### config.mk
export PLATFORM = sky130hd
export DESIGN_NAME = seg7_scan_mux
export DESIGN_NICKNAME = d
export VERILOG_FILES = /design/src/rtl/seg7_scan_mux.sv
export SDC_FILE = /design/constraint.sdc
export NUM_CORES = 1
export LEC_CHECK = 0
export BUFFER_PORTS_ARGS = -buffer_cell sky130_fd_sc_hd__buf_4
export CAP_MARGIN = 20
export CELL_PAD_IN_SITES_DETAIL_PLACEMENT = 1
export CELL_PAD_IN_SITES_GLOBAL_PLACEMENT = 1
export CORE_ASPECT_RATIO = 0.7
export CORE_MARGIN = 2
export CORE_UTILIZATION = 46
export DETAILED_ROUTE_END_ITERATION = 10
export PLACE_DENSITY_LB_ADDON = 0.1
export SLEW_MARGIN = 20
export SYNTH_ARGS = -nofsm -noshare
export SYNTH_HDL_FRONTEND = slang
export SYNTH_SLANG_ARGS = --single-unit
### constraint.sdc
create_clock -name clk -period 2.5 [get_ports clk]
set_input_delay 0 -clock clk [delete_from_list [all_inputs] [get_ports clk]]
set_output_delay 0 -clock clk [all_outputs]
set_load 0.005 [all_outputs]
### src/rtl/seg7_scan_mux.sv
// Four-digit common-anode 7-seg scanner with a one-deep valid/ready input slot and frame-boundary commit.
// Optional leading dead time per digit period is enabled by defining SEG7_DEADTIME_EN.
module seg7_scan_mux #(
  parameter int DIGIT_TICKS = 100000,
  parameter int DEADTIME    = 16
) (
  input  logic        clk,
  input  logic        rst_n,
  input  logic [15:0] value,
  input  logic        value_valid,
  output logic        value_ready,
  input  logic        blank_lz,
  input  logic [3:0]  dp_mask,
  output logic [3:0]  nibble,
  output logic [3:0]  an,
  output logic        dp,
  output logic        frame_done
);

  localparam int CW = (DIGIT_TICKS > 1) ? $clog2(DIGIT_TICKS) : 1;
  localparam logic [CW-1:0] LP_LAST = CW'(DIGIT_TICKS - 1);
  localparam logic [CW-1:0] LP_DEAD = CW'(DEADTIME);
`ifdef SEG7_DEADTIME_EN
  localparam logic LP_DEAD_EN = 1'b1;
`else
  localparam logic LP_DEAD_EN = 1'b0;
`endif

  logic [CW-1:0] r_cnt;
  logic [1:0]    r_idx;
  logic [15:0]   r_shadow;
  logic [15:0]   r_pending;
  logic          r_pend_full;

  logic          w_tick;
  logic          w_frame;
  logic          w_accept;
  logic          w_commit;
  logic [3:0]    w_digit;
  logic          w_upper_zero;
  logic          w_blank;
  logic          w_dead;

  // Handshake: a value transfers on any rising edge where value_valid and
  // value_ready are both high; value_ready is low exactly while the slot holds
  // a value that has not yet been committed to the display.
  assign value_ready = ~r_pend_full;
  assign w_accept    = value_valid & ~r_pend_full;

  assign w_tick   = (r_cnt == LP_LAST);
  assign w_frame  = w_tick & (r_idx == 2'd3);
  assign w_commit = w_frame & r_pend_full;
  assign w_dead   = LP_DEAD_EN & (r_cnt < LP_DEAD);

  always_ff @(posedge clk or negedge rst_n) begin
    if (!rst_n) begin
      r_cnt <= '0;
      r_idx <= 2'd0;
    end else if (w_tick) begin
      r_cnt <= '0;
      r_idx <= r_idx + 2'd1;
    end else begin
      r_cnt <= r_cnt + 1'b1;
    end
  end

  // Commit and accept are exclusive: accept needs an empty slot, commit a full one,
  // so a value offered on the boundary cycle waits a whole frame.
  always_ff @(posedge clk or negedge rst_n) begin
    if (!rst_n) begin
      r_shadow    <= 16'h0000;
      r_pending   <= 16'h0000;
      r_pend_full <= 1'b0;
    end else if (w_commit) begin
      r_shadow    <= r_pending;
      r_pend_full <= 1'b0;
    end else if (w_accept) begin
      r_pending   <= value;
      r_pend_full <= 1'b1;
    end
  end

  always_comb begin
    w_digit      = r_shadow[3:0];
    w_upper_zero = 1'b0;
    case (r_idx)
      2'd1: begin
        w_digit      = r_shadow[7:4];
        w_upper_zero = (r_shadow[15:4] == 12'h000);
      end
      2'd2: begin
        w_digit      = r_shadow[11:8];
        w_upper_zero = (r_shadow[15:8] == 8'h00);
      end
      2'd3: begin
        w_digit      = r_shadow[15:12];
        w_upper_zero = (r_shadow[15:12] == 4'h0);
      end
      default: begin
        w_digit      = r_shadow[3:0];
        w_upper_zero = 1'b0;
      end
    endcase
  end

  assign w_blank = blank_lz & w_upper_zero;

  always_ff @(posedge clk or negedge rst_n) begin
    if (!rst_n) begin
      an         <= 4'b1111;
      nibble     <= 4'h0;
      dp         <= 1'b1;
      frame_done <= 1'b0;
    end else begin
      frame_done <= w_frame;
      nibble     <= w_blank ? 4'h0 : w_digit;
      an         <= (w_blank | w_dead) ? 4'b1111 : ~(4'b0001 << r_idx);
      dp         <= w_dead ? 1'b1 : ~dp_mask[r_idx];
    end
  end

endmodule

==> impl_metrics.tcl, run 1 <==
set metrics [dict create \
    holdWs_ps 67.5 \
    path_clk_slew_ps 70 \
    min-delay-start "blank_lz" \
    finalMaxSlewViolations 0 \
    port_buffers 34 \
    yosys.area.top_type "dfrtp_1" \
    die_y_um 67.7 \
    synth_edf_count 0 \
    cts_sinks 62 \
    start_kind "flop" \
    end_kind "flop" \
    min_period_ps 2170 \
    synth_ff_type "dfrtp_1" \
    synthTopCellsByArea "dfrtp_1, mux2_2, mux2_4" \
    fp-row-count 23 \
    design_area_um2 3420 \
    reg2regPathDepth 5 \
    viasPerCell 5.25 \
    synth_top_cell_area_share_pct 53.4 \
    rr_startpoint "r_cnt[11]" \
    clkLatencyLatePin_ps 330 \
    instances_no_fill 345 \
    syn-num-nets 232 \
    synth_area_per_cell_um2 13.2 \
    vias 1811 \
    grt_start_max_net_pins 63 \
    ys_seq_elements 62 \
    syn-cell-area_um2 2670 \
    grt_pass1_vias 1844 \
    nFillCells 573 \
    boundaryPins 35 \
    netlist_instances 202 \
    setup_tns_ps 0 \
    rrSetupSlack_ps 330 \
    setup_viol 0 \
    wire_per_inst_um 17.3 \
    coreArea_um2 5670 \
    p_total_mw 2.11 \
    critPathArrivalTime_ps 2390 \
    place_area_um2 3000 \
    rr_endpoint "r_shadow[4]" \
    antenna_left 0 \
    power.leakage_nw 1.60 \
    critPathRequiredTime_ps 2720 \
    finClkSkew_ps 5.76 \
    finalCritPeriodShare_pct 86.6 \
    yosysSeqAreaShare_pct 58.3 \
    wirelength_mm 5.97 \
    start_util_pct 47.1 \
    final_layout_size_suffix_gt1_share_pct 33.7 \
    p_per_area_nw_per_um2 618 \
    yosys_warnings 0 \
    crit_end "r_shadow[4]" \
    gp_congestion 0.881 \
    place_hpwl_mm 4.14 \
    cap_violations 0 \
    synth_cell_types 31 \
    syn_to_final_growth_pct 28.1 \
    placed_cells 309 \
    finalHoldViolations 0 \
    utilization_pct 60.3 \
    cts_resized 0 \
    cts_buffers 9 \
    cp-startpoint "r_cnt[11]" \
    cts-root-buf "clkbuf_8" \
    grt.total_usage_pct 21.1 \
    grt_pass1_wl_mm 9.56 \
    first_pass_iters 4 \
    min_path_type "input port to flop" \
    antenna_found_initial 0 \
    setup_ws_ps 335 \
    diodes 0 \
    dieWidth_um 95.1 \
    fmax_ghz 0.462 \
    drt_iter0_drc 77 \
    drc 0 \
    dieArea_um2 6440 \
    synthArstFlopShare_pct 100 \
    worstSetupPathType "flop to flop" \
    post-place-ws_ps 344 \
    htreeDepth 3 \
    cts_tree "done" \
    run_status "finished, final reports clean" \
    nNetsFinal 295 \
    gr-total-overflow 0 \
    rsz0062_at_grt "no" \
    worst-path-max-fanout 17 \
    ir_drop_uv 284 \
    cts_buffer_depth 2 \
    relSlewSlack_pct 49.3 \
    worstMarginPinSlew_ps 761 \
]
-- layout make-up --
class / count / area (um^2) / share of cell area (%)
timing repair buffer: 58 / 485 / 14.2
clock buffer: 13 / 149 / 4.35
tap: 75 / 93.8 / 2.74
inverter: 8 / 30.0 / 0.878
sequential: 62 / 1560 / 45.6
multi-input combinational: 126 / 1040 / 30.3
clock inverter: 3 / 67.6 / 1.98
-- placed cells by master (no fill, tap or decap), drive strengths merged --
cell type / n
o21ai: 1
clkinvlp: 1
clkbuf: 13
nand4: 4
nor4: 9
xor2: 5
mux2: 32
buf: 38
mux4: 1
nor3: 2
nor2b: 3
dfstp: 5
dfrtp: 57
and3: 2
or4: 2
nand3: 6
nand4b: 1
a222oi: 4
o31ai: 1
bufinv: 2
nand2b: 2
nand4bb: 1
and2: 1
nor2: 22
ha: 6
nand2: 5
inv: 8
xnor2: 11
a21oi: 5
dlygate4sd3: 20
-- cell families (layout without fill, tap and decap cells) --
| kind of cell | after synthesis | count (layout) | share of synthesized area [%] |
|---|---|---|---|
| compound gates | 11 | 11 | 2.91 |
| xor+xnor | 16 | 16 | 5.25 |
| fa+ha+maj | 6 | 6 | 2.81 |
| buf+inv | 14 | 82 | 2.86 |
| flops | 62 | 62 | 58.3 |
| mux | 33 | 33 | 15.6 |
| simple gates | 60 | 60 | 12.2 |
-- worst min-delay path by stage --
stage / slack (ps) / endpoint / depth (start not counted)
floorplan: -300 / frame_done / 0
global placement: 110 / r_cnt[14] / 1
detailed placement: 120 / r_cnt[13] / 1
CTS: 50 / an[3] / 4
global route: 90 / an[3] / 4
finish: 70 / an[3] / 4
-- where the power goes --
group / internal, mW / total [mW] / switching (mW)
logic: 0.0672 / 0.103 / 0.0362
registers: 1.04 / 1.06 / 0.0206
clock network: 0.590 / 0.955 / 0.365
total: 1.69 / 2.11 / 0.422
-- flip-flops by register name (all words and copies together), names as in the netlist --
register     flops
r_cnt           17
r_pending       16
nibble           4
r_shadow        16
r_pend_full      1
an               4
frame_done       1
r_idx            2
dp               1
-- critical path: stages (launching register included) --
cell,delay [ps]
dfrtp_1,420
or4_4,570
nor4_4,230
and3_1,180
buf_4,270
mux2_2,370
-- synth_stat cells, types with 2 or more instances --
master / n
a21oi_1: 5
a222oi_1: 4
and3_1: 2
clkbuf_1: 4
dfrtp_1: 57
dfstp_2: 5
ha_1: 6
inv_1: 8
mux2_2: 23
mux2_4: 9
nand2_1: 5
nand2b_1: 2
nand3_1: 6
nand4_1: 4
nor2_1: 22
nor2b_1: 3
nor3_1: 2
nor4_1: 8
xnor2_1: 11
xor2_1: 5
-- timing repair --
action                    in CTS  in global routing
hold endpoints to repair      75                  0
setup buffers                  0                  0
hold buffers                  20                  0
-- layer usage --
metal  global-route usage (%)  vias up  wire length (um)
li1                         -      841                 -
met1                     28.2      909              2850
met2                     31.1       45              2700
met3                     6.47       16               263
met4                     10.9        0               161
met5                        0        -                 0
No activity file was read; power rests on OpenSTA's default activity.
==> run 2: changes to the inputs <==
CTS_CLUSTER_SIZE = 24   (was unset)
PLACE_DENSITY_LB_ADDON = 0.15   (was 0.1)
==> run 2 against run 1 <==
- hold slack gained 1.4 ps
- non-clock buffer count unchanged
- clock-buffer cell count is 4 lower
- power decreased by 3.9%
- clock skew is 1.4 ps higher
- combinational power is essentially flat
- register-to-register slack improved by 50 ps
- sequential power about the same
- final cell count stayed put
- sequential share of layout area grew 0.084 points
- design area shrank 0.18%
- highest routed layer unchanged
==> impl_metrics.tcl, run 2 (same netlist as run 1, synthesis figures left out) <==
set metrics [dict create \
    path_buf_inv 1 \
    worst-path-max-fanout 17 \
    power.switching_mw 0.468 \
    top_regs "r_cnt: 17 flops, r_pending: 16 flops, r_shadow: 16 flops" \
    dieArea_um2 6440 \
    vias 1781 \
    cpMaxStageDelayCell "or4_4" \
    swShare_pct 23.0 \
    seqPwrFrac_pct 51.8 \
    finalMaxSlewViolations 0 \
    cts_setup_buffers 0 \
    end_kind "flop" \
    cts_sinks 62 \
    fmax_ghz 0.472 \
    p_per_area_nw_per_um2 595 \
    finalHoldViolations 0 \
    worstSetupPathType "flop to flop" \
    power_frac_comb_pct 5.1 \
    syn_to_final_growth_pct 27.8 \
    critPathArrivalTime_ps 2350 \
    min_period_ps 2120 \
    diodes 0 \
    setup_tns_ps 0 \
    path_delay_family "simple AND/OR/NAND/NOR gates" \
    cts_tree "done" \
    holdWs_ps 68.9 \
    min_path_type "input port to flop" \
    rrSetupSlack_ps 380 \
    p_int_mw 1.56 \
    layout_common_cells "dfrtp_1, buf_4, mux2_2" \
    cap_violations 0 \
    slowest_delay_ps 570 \
    grt_pass1_wl_mm 9.67 \
    largest_reg_flops 17 \
    antenna_found_initial 0 \
    nNetsFinal 295 \
    final_common_cell "dfrtp_1" \
    first_pass_iters 4 \
    top_register "r_cnt" \
    boundaryPins 35 \
    gp_congestion 0.850 \
    worstMarginPinSlew_ps 774 \
    fp-row-count 23 \
    path_cells "or4_4, nor4_4, and3_1, buf_12, mux2_2" \
    htreeDepth 3 \
    drc 0 \
    antenna_left 0 \
    cts_buffer_depth 2 \
    nFillCells 585 \
    grt.total_usage_pct 20.9 \
    critPathRequiredTime_ps 2730 \
    coreArea_um2 5670 \
    power.leakage_nw 1.60 \
    relSlewSlack_pct 48.4 \
    wire_per_inst_um 17.2 \
    grt_start_max_net_pins 63 \
    path_clk_slew_ps 70 \
    port_buffers 34 \
    run_status "finished, final reports clean" \
    gr-total-overflow 0 \
    cts-root-buf "clkbuf_8" \
    viasPerCell 5.16 \
    start_kind "flop" \
    setup_viol 0 \
    power_frac_clock_pct 43.2 \
    dieWidth_um 95.1 \
    cts_buffers 9 \
    final_layout_size_suffix_gt1_share_pct 34.8 \
    grt_pass1_vias 1865 \
    drt_iter0_drc 110 \
    start_util_pct 47.1 \
    place_hpwl_mm 4.09 \
    seqCellArea_um2 1560 \
    rsz0062_at_grt "no" \
    finalCritPeriodShare_pct 84.7 \
    ir_drop_uv 307 \
    clkLatencyLatePin_ps 350 \
    finClkSkew_ps 7.20 \
    wirelength_mm 5.92 \
    die_y_um 67.7 \
    multi_input_area_um2 1040 \
]
run 2: cell count changes in the layout (fill, tap and decap cells not counted), sizes merged:
cell,delta
clkinv,+4
clkbuf,-4
bufinv,-1
inv,+1
run 2: layer usage:
metal  share of wire (%)  vias up  GRT usage [%]
li1                    -      836              -
met1                  50      885           29.6
met2                  44       53           30.1
met3                 5.9        7           7.92
met4                0.90        0           5.43
met5                   0        -              0
run 2: worst register-to-register path, delay by kind of cell, from the launching register on:
kind	cells	cell delay [ps]
buffers and inverters	1	180
flip-flops	1	420
multiplexers	1	350
AND/OR/NAND/NOR	3	1050
run 2: power by group through the flow:
stage | Sequential, mW | Combinational [mW] | Clock (mW)
finish | 1.05 | 0.103 | 0.877
detailed placement | 1.07 | 0.0798 | 0
global route | 1.06 | 0.115 | 0.944
CTS | 1.05 | 0.103 | 0.900
floorplan | 1.06 | 0.0286 | 0
global placement | 1.07 | 0.0771 | 0
run 2: final cells by class:
class | count | share of cell area, %
Clock buffer | 9 | 3.63
Clock inverter | 7 | 2.16
Inverter | 8 | 0.880
Multi-Input combinational cell | 126 | 30.4
Sequential cell | 62 | 45.6
Tap cell | 75 | 2.75
Timing Repair Buffer | 58 | 14.6
run 2: final timing paths:
check	cells past startpoint	from	to
worst max-delay path	5	r_cnt[11]	r_shadow[6]
worst min register to register	1	r_cnt[0]	r_cnt[0]
worst min-delay path	4	blank_lz	an[3]
max in group asynchronous	2	rst_n	r_shadow[0]
worst max register to register	5	r_cnt[11]	r_shadow[6]
min in group asynchronous	2	rst_n	r_cnt[8]
run 2: metrics by stage:
step	utilization [%]	instances	total power, mW	instance area, um^2	setup slack (ps)
floorplan	-	202	1.09	2670	392
global placement	53.2	309	1.15	3020	448
detailed placement	53.2	309	1.15	3020	380
CTS	59.9	343	2.05	3390	376
global route	60.2	345	2.11	3410	307
finish	60.2	345	2.03	3410	383
run 2: timing repair:
action                                 CTS  global route
hold buffers                            18             2
resized for setup                        0             0
endpoints found under the hold margin   74             1
==> run 3: changes to the inputs <==
clock period = 2.1 ns   (was 2.5 ns; I/O delays follow)
==> run 3 against run 2 <==
- clock skew barely moved
- flip-flop and latch count did not move
- fmax is 5.9% higher
- design area grew 0.48%
- clock power rose by 12%
- sequential power grew 19%
- critical path type unchanged
- critical endpoint is now r_shadow[0]
==> impl_metrics.tcl, run 3 (same netlist as run 1, synthesis figures left out) <==
set metrics [dict create \
    gr-total-overflow 0 \
    final_layout_size_suffix_gt1_share_pct 35.3 \
    syn_to_final_growth_pct 28.4 \
    path_cells "or4_4, nor4_4, and3_1, buf_6, mux2_2" \
    finClkSkew_ps 6.71 \
    run_status "finished, final reports clean" \
    dieWidth_um 95.1 \
    cts_buffer_depth 2 \
    htreeDepth 3 \
    placed_cells 313 \
    fmax_ghz 0.501 \
    finalHoldViolations 0 \
    post-place-ws_ps 133 \
    final_common_cell "dfrtp_1" \
    finalCritPeriodShare_pct 95.1 \
    cap_violations 0 \
    power.leakage_nw 1.62 \
    die_y_um 67.7 \
    design_area_um2 3430 \
    clkLatencyLatePin_ps 340 \
    swShare_pct 21.5 \
    setup_tns_ps 0 \
    grt.total_usage_pct 21.1 \
    power_frac_comb_pct 5.2 \
    setup_viol 0 \
    min_path_type "input port to flop" \
    antenna_left 0 \
    instances_no_fill 350 \
    p_per_area_nw_per_um2 688 \
    boundaryPins 35 \
    grt_pass1_wl_mm 9.83 \
    rsz0062_at_grt "yes" \
    place_area_um2 3030 \
    dieArea_um2 6440 \
    cpMaxStageDelayCell "or4_4" \
    slowest_delay_ps 550 \
    seqPwrFrac_pct 53.1 \
    diodes 0 \
    worstMarginPinSlew_ps 768 \
    finalMaxSlewViolations 0 \
    min_period_ps 2000 \
    top_register "r_cnt" \
    end_kind "flop" \
    first_pass_iters 4 \
    start_kind "flop" \
    wire_per_inst_um 16.8 \
    place_hpwl_mm 3.93 \
    port_buffers 34 \
    critPathArrivalTime_ps 2210 \
    relSlewSlack_pct 48.8 \
    cts_sinks 62 \
    grt_pass1_vias 1849 \
    drc 0 \
    worstSetupPathType "flop to flop" \
    antenna_found_initial 0 \
    p_total_mw 2.36 \
    top_regs "r_cnt: 17 flops, r_pending: 16 flops, r_shadow: 16 flops" \
    power.switching_mw 0.507 \
    gp_congestion 0.832 \
    cts-root-buf "clkbuf_8" \
    grt_start_max_net_pins 63 \
    largest_reg_flops 17 \
    critPathRequiredTime_ps 2310 \
    p_int_mw 1.85 \
    drt_iter0_drc 152 \
    wirelength_mm 5.86 \
    power_frac_clock_pct 41.7 \
    cts_buffers 9 \
    coreArea_um2 5670 \
    ir_drop_uv 427 \
    setup_ws_ps 102 \
    fp-row-count 23 \
    worst-path-max-fanout 9 \
    path_clk_slew_ps 70 \
    vias 1805 \
    cts_tree "done" \
    nNetsFinal 300 \
    start_util_pct 47.1 \
    viasPerCell 5.16 \
    layout_common_cells "dfrtp_1, buf_4, mux2_2" \
]
## run 3: cell types whose count changed in the layout (fill, tap and decap cells not counted)
cell        change
clkinv_2        +2
buf_12          -1
buf_6           +2
clkinvlp_4      -1
inv_6           -1
clkbuf_1        +2
clkinv_4        -2
buf_4           +4
## run 3: per-layer routing
layer  GRT usage [%]  vias to the layer above  part of all wire, %
li1                -                      848                    -
met1            30.8                      904                   51
met2            29.3                       45                   44
met3            6.81                        8                  4.1
met4            7.61                        0                  1.5
met5               0                        -                    0
## run 3: layout make-up
type	instances	area, um^2
Fill cell	567	2240
Sequential cell	62	1560
Multi-Input combinational cell	126	1040
Timing Repair Buffer	63	531
Clock buffer	11	131
Tap cell	75	93.8
Clock inverter	5	50.0
Inverter	8	30.0
## run 3: worst max-delay path: cells and delay by family, from the launching register on
family / cells / cell delay (ps)
flops: 1 / 410
buf+inv: 1 / 160
mux: 1 / 340
simple gates: 3 / 960
## run 3: stage by stage
stage	util, %	hold slack [ps]
after floorplan	-	-296
after global placement	53.5	131
after detailed placement	53.5	129
after CTS	60.2	32.2
after global routing	60.5	76.2
final	60.5	41.2
## run 3: repair_timing
| action | 4_1_cts | 5_1_grt |
|---|---|---|
| hold endpoints to repair | 75 | 0 |
| endpoints found under the setup margin | 0 | 6 |
| buffers inserted | 0 | 1 |
| hold buffers | 20 | 0 |
| resized for setup | 0 | 2 |
## run 3: power by group through the flow
stage,Sequential (mW),Combinational (mW),Clock (mW)
finish,1.25,0.123,0.983
global route,1.26,0.137,1.06
CTS,1.25,0.124,1.01
detailed placement,1.28,0.0940,0
global placement,1.28,0.0922,0
floorplan,1.27,0.0341,0
## run 3: final timing paths
path	slack, ps	depth (start not counted)	from	to
max in group asynchronous	1310	2	rst_n	r_pending[2]
min in group asynchronous	280	2	rst_n	nibble[2]
worst min-delay path	40	4	blank_lz	an[3]
worst min register to register	500	1	r_cnt[8]	r_cnt[8]
worst max register to register	100	5	r_cnt[12]	r_shadow[0]
worst max-delay path	100	5	r_cnt[12]	r_shadow[0]
